File: src/rtl/mdio_phy_slave.sv
// Clause-22 MDIO PHY-side slave: MDC is oversampled on clk, frames are shifted
// in on MDC rises, read data is driven on MDC falls from a 32x16 register bank.
//
// state   | meaning
// S_IDLE  | waiting for first frame bit with master driving
// S_HDR   | collecting ST/OP/PHYAD/REGAD (bits 2..14)
// S_TA    | turnaround bits 15..16
// S_WDATA | shifting in 16 write data bits
// S_RDATA | driving 16 read data bits, then releasing the line
module mdio_phy_slave #(
  parameter logic [4:0]  PHY_ADDR = 5'd1,
  parameter logic [15:0] PHY_ID1  = 16'h0141,
  parameter logic [15:0] PHY_ID2  = 16'h0CC2
) (
  input  logic        clk,
  input  logic        reset,
  input  logic        MDC,
  input  logic        MDIO_OUT,
  input  logic        MDIO_OE,
  output logic        MDIO_IN,
  output logic        MDIO_IN_EN,
  output logic        WR_STB,
  output logic [4:0]  REG_ADDR,
  output logic [15:0] WR_DATA,
  output logic        FRAME_ERR,
  output logic        BUSY
);

  typedef enum logic [2:0] {S_IDLE, S_HDR, S_TA, S_WDATA, S_RDATA} state_t;

  state_t      state_q;
  logic        mdc_q;
  logic [5:0]  cnt_q;
  logic [14:0] sr_q;
  logic        match_q;
  logic        rd_op_q;
  logic [15:0] rd_sr_q;
  logic [15:0] bank_q [32];
  logic        mdio_in_q;
  logic        mdio_in_en_q;
  logic        wr_stb_q;
  logic [4:0]  reg_addr_q;
  logic [15:0] wr_data_q;
  logic        frame_err_q;

  logic        rise;
  logic        fall;
  logic [15:0] sr_d;
  logic [1:0]  hdr_st;
  logic [1:0]  hdr_op;
  logic [4:0]  hdr_phyad;
  logic [4:0]  hdr_regad;
  logic        hdr_ok;
  logic        wr_allowed;
  logic [15:0] rd_val;

  assign rise      = MDC & ~mdc_q;
  assign fall      = ~MDC & mdc_q;
  assign sr_d      = {sr_q, MDIO_OUT};
  // Header fields as they stand once bit 14 is shifted in
  assign hdr_st    = sr_d[13:12];
  assign hdr_op    = sr_d[11:10];
  assign hdr_phyad = sr_d[9:5];
  assign hdr_regad = sr_d[4:0];
  assign hdr_ok    = (hdr_st == 2'b01) && ((hdr_op == 2'b01) || (hdr_op == 2'b10));
  assign wr_allowed = match_q && (reg_addr_q != 5'd2) && (reg_addr_q != 5'd3);

  always_comb begin
    rd_val = bank_q[reg_addr_q];
    if (reg_addr_q == 5'd2) rd_val = PHY_ID1;
    else if (reg_addr_q == 5'd3) rd_val = PHY_ID2;
  end

  always_ff @(posedge clk or posedge reset) begin
    if (reset) begin
      state_q      <= S_IDLE;
      mdc_q        <= 1'b0;
      cnt_q        <= '0;
      sr_q         <= '0;
      match_q      <= 1'b0;
      rd_op_q      <= 1'b0;
      rd_sr_q      <= '0;
      mdio_in_q    <= 1'b0;
      mdio_in_en_q <= 1'b0;
      wr_stb_q     <= 1'b0;
      reg_addr_q   <= '0;
      wr_data_q    <= '0;
      frame_err_q  <= 1'b0;
      for (int i = 0; i < 32; i++) bank_q[i] <= '0;
    end else begin
      mdc_q       <= MDC;
      wr_stb_q    <= 1'b0;
      frame_err_q <= 1'b0;
      case (state_q)
        S_IDLE: begin
          if (rise && MDIO_OE) begin
            sr_q    <= {14'b0, MDIO_OUT};
            cnt_q   <= 6'd1;
            state_q <= S_HDR;
          end
        end
        S_HDR: begin
          if (rise) begin
            if (!MDIO_OE) begin
              frame_err_q <= 1'b1;
              cnt_q       <= '0;
              state_q     <= S_IDLE;
            end else begin
              sr_q  <= sr_d[14:0];
              cnt_q <= cnt_q + 6'd1;
              if (cnt_q == 6'd13) begin
                if (!hdr_ok) begin
                  frame_err_q <= 1'b1;
                  cnt_q       <= '0;
                  state_q     <= S_IDLE;
                end else begin
                  reg_addr_q <= hdr_regad;
                  match_q    <= (hdr_phyad == PHY_ADDR);
                  rd_op_q    <= (hdr_op == 2'b10);
                  state_q    <= S_TA;
                end
              end
            end
          end
        end
        S_TA: begin
          if (rise) begin
            // Master releases the line during a read turnaround, so OE only matters for writes
            if (!rd_op_q && !MDIO_OE) begin
              frame_err_q <= 1'b1;
              cnt_q       <= '0;
              state_q     <= S_IDLE;
            end else begin
              sr_q  <= sr_d[14:0];
              cnt_q <= cnt_q + 6'd1;
              if (cnt_q == 6'd15) begin
                if (rd_op_q) begin
                  rd_sr_q <= rd_val;
                  state_q <= S_RDATA;
                end else if (sr_d[1:0] != 2'b10) begin
                  frame_err_q <= 1'b1;
                  cnt_q       <= '0;
                  state_q     <= S_IDLE;
                end else begin
                  state_q <= S_WDATA;
                end
              end
            end
          end
        end
        S_WDATA: begin
          if (rise) begin
            if (!MDIO_OE) begin
              frame_err_q <= 1'b1;
              cnt_q       <= '0;
              state_q     <= S_IDLE;
            end else begin
              sr_q  <= sr_d[14:0];
              cnt_q <= cnt_q + 6'd1;
              if (cnt_q == 6'd31) begin
                if (wr_allowed) begin
                  bank_q[reg_addr_q] <= sr_d;
                  wr_data_q          <= sr_d;
                  wr_stb_q           <= 1'b1;
                end
                cnt_q   <= '0;
                state_q <= S_IDLE;
              end
            end
          end
        end
        S_RDATA: begin
          if (rise && (cnt_q != 6'd32)) begin
            cnt_q <= cnt_q + 6'd1;
          end else if (fall) begin
            if (cnt_q == 6'd32) begin
              mdio_in_en_q <= 1'b0;
              mdio_in_q    <= 1'b0;
              cnt_q        <= '0;
              state_q      <= S_IDLE;
            end else if (match_q) begin
              mdio_in_en_q <= 1'b1;
              mdio_in_q    <= rd_sr_q[15];
              rd_sr_q      <= {rd_sr_q[14:0], 1'b0};
            end
          end
        end
        default: begin
          cnt_q   <= '0;
          state_q <= S_IDLE;
        end
      endcase
    end
  end

  assign MDIO_IN    = mdio_in_q;
  assign MDIO_IN_EN = mdio_in_en_q;
  assign WR_STB     = wr_stb_q;
  assign REG_ADDR   = reg_addr_q;
  assign WR_DATA    = wr_data_q;
  assign FRAME_ERR  = frame_err_q;
  assign BUSY       = (state_q != S_IDLE);

endmodule
File: config.mk
export PLATFORM = sky130hd
export DESIGN_NAME = mdio_phy_slave
export DESIGN_NICKNAME = d
export VERILOG_FILES = /design/src/rtl/mdio_phy_slave.sv
export SDC_FILE = /design/constraint.sdc
export NUM_CORES = 1
export LEC_CHECK = 0
export ABC_AREA = 1
export CELL_PAD_IN_SITES_DETAIL_PLACEMENT = 0
export CELL_PAD_IN_SITES_GLOBAL_PLACEMENT = 1
export CORE_MARGIN = 10
export CORE_UTILIZATION = 42
export CTS_CLUSTER_SIZE = 12
export DETAILED_ROUTE_END_ITERATION = 16
export MAX_ROUTING_LAYER = met4
export PLACE_DENSITY = 0.78
export SLEW_MARGIN = 20
export SYNTH_ARGS = -nofsm -noshare
export SYNTH_HDL_FRONTEND = slang
export SYNTH_SLANG_ARGS = --single-unit
File: constraint.sdc
create_clock -name clk -period 19.1 [get_ports clk]
set_input_delay 3.82 -clock clk [delete_from_list [all_inputs] [get_ports clk]]
set_output_delay 3.82 -clock clk [all_outputs]
set_load 0.01 [all_outputs]
==> impl_metrics.ini, run 1 <==
[floorplanning]
die_w_um = 275
initial_utilization_pct = 42.4
io-pin-count = 31
row_count = 93
dieArea_mm2 = 0.0757
core_mm2 = 0.0645
dieHeight_um = 275

[pwr]
leakagePower_nw = 15.3
power_density_mw_per_mm2 = 94.0
peakVddDrop_mv = 0.0449

[yosys]
synth_fa_ha_area_share_pct = 0.183
synthesis.area_mm2 = 0.0273
ys_types = 27
syn_avg_cell_area_um2 = 7.34
synth_top_family_by_area = simple AND/OR/NAND/NOR gates
synth_seq_area_share_pct = 52.6
synth.area.mux_share_pct = 0.0412
yosysWarnings = 0
synth-compound-area-share_pct = 11.3
synth_seq_cells = 574
synth_cells = 3725
yosys.area_share.simple_pct = 25.2
syn-num-nets = 3734
synth_xor_area_share_pct = 0

[route]
routed_via_density = 5.01
drt_wl_total_mm = 90.3
drc_errors = 0
num_vias = 22700
ant_nets = 0
drtPass1Iterations = 6
wl_per_cell_um = 19.9
drt_iter0_markers = 2355

[cts]
htreeDepth = 3
clkTransAtPathRegs_ps = 60
clock-root-buffer = clkbuf_16
clk_latency_ps = 610
clockBufferDepth = 3
post_cts_buffers = 0
postCtsHoldBufs = 0
cts_tree = yes
numClockSinks = 574
ctsResizeCount = 0
cts-buffers-inserted = 66

[global_route]
first_global_vias = 21100
grt_max_degree = 155
grt_pass1_wl_mm = 137
grt.overflow.total = 0
antenna_found_initial = 2
grt_use_total_pct = 24.8

[worst_setup_path]
max_stage_delay_ps = 780
crit_type = in2async
crit_path_start_kind = input port
path_cells = clkdlybuf4s50_1 > clkinvlp_4 > buf_4 > buf_4 > buf_12 > buf_4 > buf_4
crit_fanout = 154
critPathMostFrequentCell = buf_4
cp-end-kind = async pin
crit_required_ps = 19760
arrival_ps = 7850
cpMaxStageDelayCell = buf_4

[finish]
nets = 3642
fillers = 6566
drive_above_1_share_pct = 5.16
finish.instance_area_mm2 = 0.0305
multiInputGateArea_mm2 = 0.0101
postLayoutCoreUtil_pct = 47.2
seq_area_mm2 = 0.0144
areaGrowthSynthToFinish_pct = 11.4

[sta]
fin_tns_setup_ps = 0
final-hold-violation-count = 0
fin_crit_ps = 7200
finalSetupViolCount = 0
slew_violations = 0
maxSlewHeadroom_pct = 20.9
min_period_over_period_pct = 37.7
rsz0062_at_grt = false
max_freq_mhz = 139
clock_skew_ps = 26.8
worstMarginPinSlew_ps = 1190

[placement]
place_hpwl_mm = 55.8
numPortBuffers = 30
globalplace.congestion = 0.862
post_dp_cell_area_mm2 = 0.0282

[status]
status = finished clean

[min_path]
hp-class = reg2reg

[job]
drv_cap = 0
==> layout by cell type (no fill, tap or decap), types with 4 or more instances in the layout <==
master,instances
nand3_1,109
dfrtp_1,573
o21ai_1,17
clkbuf_8,17
nand4_1,5
a22oi_1,16
nor2_1,134
nand2_2,11
nand2_1,1500
a21oi_1,29
o21ai_0,527
clkbuf_1,12
buf_4,50
a21boi_0,11
ha_1,4
clkbuf_16,69
clkdlybuf4s50_1,30
clkinv_2,11
nor3_2,8
inv_1,513
bufinv_16,4
==> worst paths after layout <==
path	start	depth (start not counted)	end	slack, ps
max	reset	7	bank_q[64]	11900
min	bank_q[473]	0	bank_q[473]	370
max reg2reg	REG_ADDR[0]	11	rd_sr_q[1]	15310
min reg2reg	bank_q[473]	0	bank_q[473]	370
max in group clk	MDIO_OE	9	bank_q[501]	13030
min in group asynchronous	reset	3	bank_q[41]	3770
==> critical path, delay by kind of cell <==
family	cells	cell delay [ps]
buf+inv	7	3760
==> metrics by stage <==
| step | worst slack, ps | instances | total power, mW | hold slack (ps) |
|---|---|---|---|---|
| 2_1_floorplan | 7460 | 3725 | 1.42 | 424 |
| 3_3_place_gp | 11110 | 4420 | 1.58 | 360 |
| 3_5_place_dp | 11130 | 4420 | 1.58 | 366 |
| 4_1_cts | 11750 | 4535 | 2.88 | 378 |
| 5_1_grt | 11330 | 4535 | 2.96 | 387 |
| 6_report | 11900 | 4538 | 2.86 | 374 |
==> cells in the mapped netlist, drive strengths merged <==
cell type     n  area, um2
mux2          1       11.3
o21a          1       7.51
clkbuf      195        732
ha            4       50.1
nor3         12       76.3
nand3       110        551
a21oi        29        145
clkinv        3       11.3
nand4         6       43.8
nor4          1       6.26
nand2      1511       5670
a21boi       11       82.6
dfrtp       574      14400
o22ai         2       12.5
nor2        140        548
a22oi        16        120
o21ai       544       2720
inv         518       1940
buf          47        225
==> state kept, by name, indices dropped and copies added, names as in the netlist <==
register / count
WR_DATA: 16
state_q: 3
REG_ADDR: 5
bank_q: 506
MDIO_IN_EN: 1
FRAME_ERR: 1
rd_op_q: 1
cnt_q: 6
sr_q: 15
MDIO_IN: 1
match_q: 1
rd_sr_q: 16
mdc_q: 1
WR_STB: 1
==> per-layer routing <==
metal | global-route usage [%] | vias to the layer above | wire, um
met5 | - | - | 0
met4 | 9.32 | 0 | 3390
met3 | 5.36 | 139 | 7370
met2 | 34.8 | 764 | 37600
met1 | 34.7 | 10700 | 42000
li1 | - | 11100 | -
==> power breakdown <==
group	total (mW)	switching, mW	leakage, nW	internal, mW
Combinational	0.241	0.203	7.42	0.0379
Sequential	1.32	0.0813	6.77	1.24
Clock	1.30	0.518	1.09	0.779
==> logic make-up after synthesis <==
logic type      after synthesis
flops                       574
buf+inv                     763
fa+ha+maj                     4
mux                           1
compound gates              603
simple gates               1780
==> final cells by class <==
class / instances / area share (%)
Antenna cell: 3 / 0.0247
Clock inverter: 17 / 0.641
Timing Repair Buffer: 82 / 2.35
Multi-Input combinational cell: 2388 / 33.2
Inverter: 521 / 6.46
Sequential cell: 574 / 47.2
Clock buffer: 98 / 6.59
Tap cell: 855 / 3.51
No activity file was read; power rests on OpenSTA's default activity.
==> inputs of run 2 (changes only) <==
--- a/config.mk
+++ b/config.mk
@@ -9,11 +9,11 @@
 export CELL_PAD_IN_SITES_DETAIL_PLACEMENT = 0
 export CELL_PAD_IN_SITES_GLOBAL_PLACEMENT = 1
 export CORE_MARGIN = 10
-export CORE_UTILIZATION = 42
+export CORE_UTILIZATION = 45
 export CTS_CLUSTER_SIZE = 12
 export DETAILED_ROUTE_END_ITERATION = 16
 export MAX_ROUTING_LAYER = met4
-export PLACE_DENSITY = 0.78
+export PLACE_DENSITY = 0.79
 export SLEW_MARGIN = 20
 export SYNTH_ARGS = -nofsm -noshare
 export SYNTH_HDL_FRONTEND = slang
==> constraint.sdc (replaced) <==
create_clock -name clk -period 7.25 [get_ports clk]
set_input_delay 1.45 -clock clk [delete_from_list [all_inputs] [get_ports clk]]
set_output_delay 1.45 -clock clk [all_outputs]
set_load 0.01 [all_outputs]
==> run 2 against run 1 <==
  * Sequential share of layout area grew 0.097 points
  * Sequential power grew to 2.6 times the previous value
  * First-iteration DRC count shrank 0.81%
==> impl_metrics.ini, run 2 (synthesized netlist as in run 1, its figures left out) <==
[route]
num_vias = 23300
wl_per_cell_um = 20.2
drtPass1Iterations = 8
drc_errors = 0
ant_nets = 0
drt_wl_total_mm = 90.3
drt_iter0_markers = 2336
routed_via_density = 5.23

[pwr]
power_density_mw_per_mm2 = 250
peakVddDrop_mv = 0.166
leakagePower_nw = 15.3

[sta]
max_freq_mhz = 218
worstMarginPinSlew_ps = 1240
finalSetupViolCount = 0
fin_crit_ps = 4580
rsz0062_at_grt = false
clock_skew_ps = 17.5
fin_tns_setup_ps = 0
setup_ws_ps = 2670
slew_violations = 0
maxSlewHeadroom_pct = 17.4
final-hold-violation-count = 0
min_period_over_period_pct = 63.2

[worst_setup_path]
cpMaxStageDelayCell = nand4_2
cp-end-kind = flop
crit_type = in2reg
arrival_ps = 5070
path_cells = clkdlybuf4s50_1 > inv_1 > nor2_1 > nand4_2 > nor2_1 > nand2_1 > o21ai_0 > inv_1
max_stage_delay_ps = 750
crit_required_ps = 7730
crit_fanout = 34
crit_path_start_kind = input port

[finish]
top_register = bank_q
nets = 3644
final_cell_mix = nand2_1, dfrtp_1, o21ai_0, inv_1, nor2_1
largest_register_ffs = 506
areaGrowthSynthToFinish_pct = 11.2
drive_above_1_share_pct = 5.02
layout_commonest_cell = nand2_1

[global_route]
grt_max_degree = 168
antenna_found_initial = 3
first_global_vias = 22000
grt.overflow.total = 0
grt_pass1_wl_mm = 139
grt_use_total_pct = 26.5

[floorplanning]
initial_utilization_pct = 45.4
core_mm2 = 0.0602
dieArea_mm2 = 0.0710
dieHeight_um = 266
io-pin-count = 31
row_count = 90
die_w_um = 266

[placement]
numPortBuffers = 30
dp_slack_ps = 2140
place_hpwl_mm = 55.6
globalplace.congestion = 0.895

[cts]
clockBufferDepth = 3
ctsResizeCount = 0
clkTransAtPathRegs_ps = 60
post_cts_buffers = 0
clk_latency_ps = 620
htreeDepth = 3
clock-root-buffer = clkbuf_16
numClockSinks = 574
postCtsHoldBufs = 0
cts-buffers-inserted = 66
cts_tree = yes

[status]
status = finished clean

[min_path]
hp-class = reg2reg

[job]
drv_cap = 0
-- run 2: through the flow --
step | std cells | power, mW | util, % | hold WS (ps) | instance area (um2)
detailed placement | 4349 | 4.24 | 46.8 | 362 | 28200
global placement | 4349 | 4.23 | 46.7 | 360 | 28200
global route | 4465 | 7.85 | 50.4 | 384 | 30400
finish | 4466 | 7.60 | 50.4 | 374 | 30400
floorplan | 3725 | 3.75 | - | 424 | 27300
CTS | 4465 | 7.64 | 50.4 | 376 | 30400
-- run 2: power breakdown --
group          internal, mW  switching, mW
Sequential             3.28          0.167
Combinational         0.113          0.629
Clock                  2.05           1.36
Total                  5.44           2.15
-- run 2: path summary, 6_finish.rpt --
check	startpoint	endpoint	slack (ps)	cells past startpoint
setup / recovery	MDIO_OE	bank_q[82]	2670	8
hold / removal	bank_q[469]	bank_q[469]	370	0
setup reg to reg	REG_ADDR[2]	bank_q[82]	3170	9
hold reg to reg	bank_q[469]	bank_q[469]	370	0
max in group asynchronous	reset	bank_q[81]	4320	4
min in group asynchronous	reset	bank_q[138]	1320	2
-- run 2: metal layers --
layer,up-vias,part of all wire [%],track usage [%]
li1,11100,-,-
met1,11200,45,37.1
met2,888,44,39.1
met3,142,7.6,3.87
met4,0,3.1,8.91
met5,-,0,-
-- run 2: layout make-up --
cell class                 count  area, um2
antenna                        1       2.50
clock buffer                 102       2060
clock inverter                14        148
fill                        5887      29900
inverter                     521       1960
multi-input combinational   2388      10100
sequential                   574      14400
tap                          782        978
timing repair buffer          84        756
-- run 2: worst max-delay path, delay by kind of cell --
family | cells | cell delay [ps]
AND/OR/NAND/NOR | 4 | 2440
buffers and inverters | 3 | 690
AO/OA/AOI/OAI | 1 | 460
==> inputs of run 3 (changes only) <==
==> constraint.sdc (replaced) <==
create_clock -name clk -period 4.7 [get_ports clk]
set_input_delay 0.94 -clock clk [delete_from_list [all_inputs] [get_ports clk]]
set_output_delay 0.94 -clock clk [all_outputs]
set_load 0.01 [all_outputs]
==> run 3 against run 2 <==
  * Clock power up 49%
  * Combinational power is 22% higher
  * Register-to-register slack worse by 1600 ps
  * Highest routed layer unchanged
  * Global-route usage grew 0.46 points
  * Non-clock buffer count increased by 12
  * Critical endpoint is now bank_q[391]
  * Utilization up 0.073 points
  * Cell count up 0.18%
  * Cell area rose by 0.14%
  * Sequential share of layout area shrank 0.068 points
  * Hold slack worse by 4.6 ps
  * First-iteration DRC count up 7.2%
  * Power rose by 50%
==> impl_metrics.ini, run 3 (synthesized netlist as in run 1, its figures left out) <==
[floorplanning]
row_count = 90
die_w_um = 266
dieArea_mm2 = 0.0710
dieHeight_um = 266
core_mm2 = 0.0602
initial_utilization_pct = 45.4
io-pin-count = 31

[worst_setup_path]
path_cells = inv_1 > nand2_1 > nor2_1 > inv_1 > nand4_2 > nor2_4 > nand2_1 > buf_4 > o21ai_0 > inv_1
reg2reg_to = bank_q[391]
max_stage_delay_ps = 640
crit_path_start_kind = flop
r2r_cells = 10
crit_type = reg2reg
regToRegSetupSlack_ps = 1570
startpoint = REG_ADDR[2]
endpoint = bank_q[391]
cp-end-kind = flop
crit_required_ps = 5180
crit_fanout = 17
cpMaxStageDelayCell = dfrtp_1
critPathMostFrequentCell = inv_1
reg2reg_from = REG_ADDR[2]
arrival_ps = 3610

[placement]
dp_slack_ps = 895
post_dp_cell_area_mm2 = 0.0283
globalplace.congestion = 0.913
place_hpwl_mm = 58.3
numPortBuffers = 30

[global_route]
first_global_vias = 22000
use_met2_pct = 39.5
grt_pass1_wl_mm = 141
grt_use_total_pct = 27.0
grt.overflow.total = 0
met3_usage_pct = 3.88
grt_max_degree = 93
use_met1_pct = 38.8
antenna_found_initial = 1
gr-max-usage-layer = met2

[status]
status = finished clean

[sta]
fin_tns_setup_ps = 0
fin_crit_ps = 3130
clock_skew_ps = 21.0
maxSlewHeadroom_pct = 28.0
max_freq_mhz = 320
rsz0062_at_grt = false
slew_violations = 0
setup_ws_ps = 1570
final-hold-violation-count = 0
worstMarginPinSlew_ps = 1080
finalSetupViolCount = 0
min_period_over_period_pct = 66.5

[cts]
clk_latency_ps = 610
post_cts_buffers = 0
htreeDepth = 3
postCtsHoldBufs = 0
cts_tree = yes
cts-buffers-inserted = 67
clock-root-buffer = clkbuf_16
ctsResizeCount = 0
clkTransAtPathRegs_ps = 60
clockBufferDepth = 3
numClockSinks = 574

[job]
drv_cap = 0

[finish]
nets = 3657
final_cell_mix = nand2_1, dfrtp_1, o21ai_0, inv_1, nor2_1
finish.instance_area_mm2 = 0.0304
multiInputGateArea_mm2 = 0.0101
fillers = 5938
areaGrowthSynthToFinish_pct = 11.4
postLayoutCoreUtil_pct = 50.5
top_register = bank_q
drive_above_1_share_pct = 5.09
layout_commonest_cell = nand2_1
num_antenna_cells = 0
seq_area_mm2 = 0.0144
largest_register_ffs = 506

[pwr]
leakagePower_nw = 15.3
peakVddDrop_mv = 0.229
power_density_mw_per_mm2 = 375

[route]
ant_nets = 0
drc_errors = 0
routed_via_density = 5.23
drt_wl_total_mm = 92.2
num_vias = 23400
wl_per_cell_um = 20.6
drt_iter0_markers = 2505
drtPass1Iterations = 6

[min_path]
hp-class = reg2reg
run 3: cell count changes in the layout (fill, tap and decap cells not counted), moves of 2 or more:
cell,before,now
clkinvlp_4,2,4
clkinv_2,12,8
nand2_2,8,2
buf_4,50,56
nand2_1,1503,1509
buf_12,4,10
inv_6,0,5
clkbuf_16,73,68
run 3: how the worst min path moves through the flow:
stage | startpoint | to | slack [ps] | cells past startpoint
3_5_place_dp | bank_q[474] | bank_q[474] | 360 | 0
4_1_cts | bank_q[474] | bank_q[474] | 370 | 0
5_1_grt | bank_q[474] | bank_q[474] | 380 | 0
6_report | bank_q[474] | bank_q[474] | 370 | 0
2_1_floorplan | bank_q[474] | bank_q[474] | 420 | 1
3_3_place_gp | bank_q[474] | bank_q[474] | 360 | 0
run 3: where the power goes:
| group | internal [mW] | switching (mW) | leakage [nW] |
|---|---|---|---|
| clock | 2.96 | 2.11 | 1.02 |
| sequential | 5.05 | 0.372 | 6.77 |
| combinational | 0.157 | 0.750 | 7.50 |
run 3: per-stage QoR:
step	hold slack, ps	std cells	total power, mW
after CTS	374	4474	11.5
after global routing	384	4474	11.8
after detailed placement	362	4361	6.40
after floorplan	424	3725	5.79
final	370	4474	11.4
after global placement	364	4361	6.39
run 3: critical path: cells and delay by family (launching register included):
kind	cells	cell delay [ps]
buffers and inverters	4	790
and+or+nand+nor	5	1360
AOI/OAI and AO/OA	1	180
DFF	1	640
run 3: area by class of cell:
cell class,instances,area share [%]
repair buffers,96,3.03
inverters,521,6.46
clock buffers,96,6.33
well taps,782,3.22
multi-input cells,2388,33.2
flip-flops and latches,574,47.2
clock inverters,17,0.567
run 3: routing by layer:
layer  wire length (um)  up-vias
li1                   -    11100
met3               7770      131
met4               2050        0
met2              40100      895
met1              42300    11300
met5                  0        -
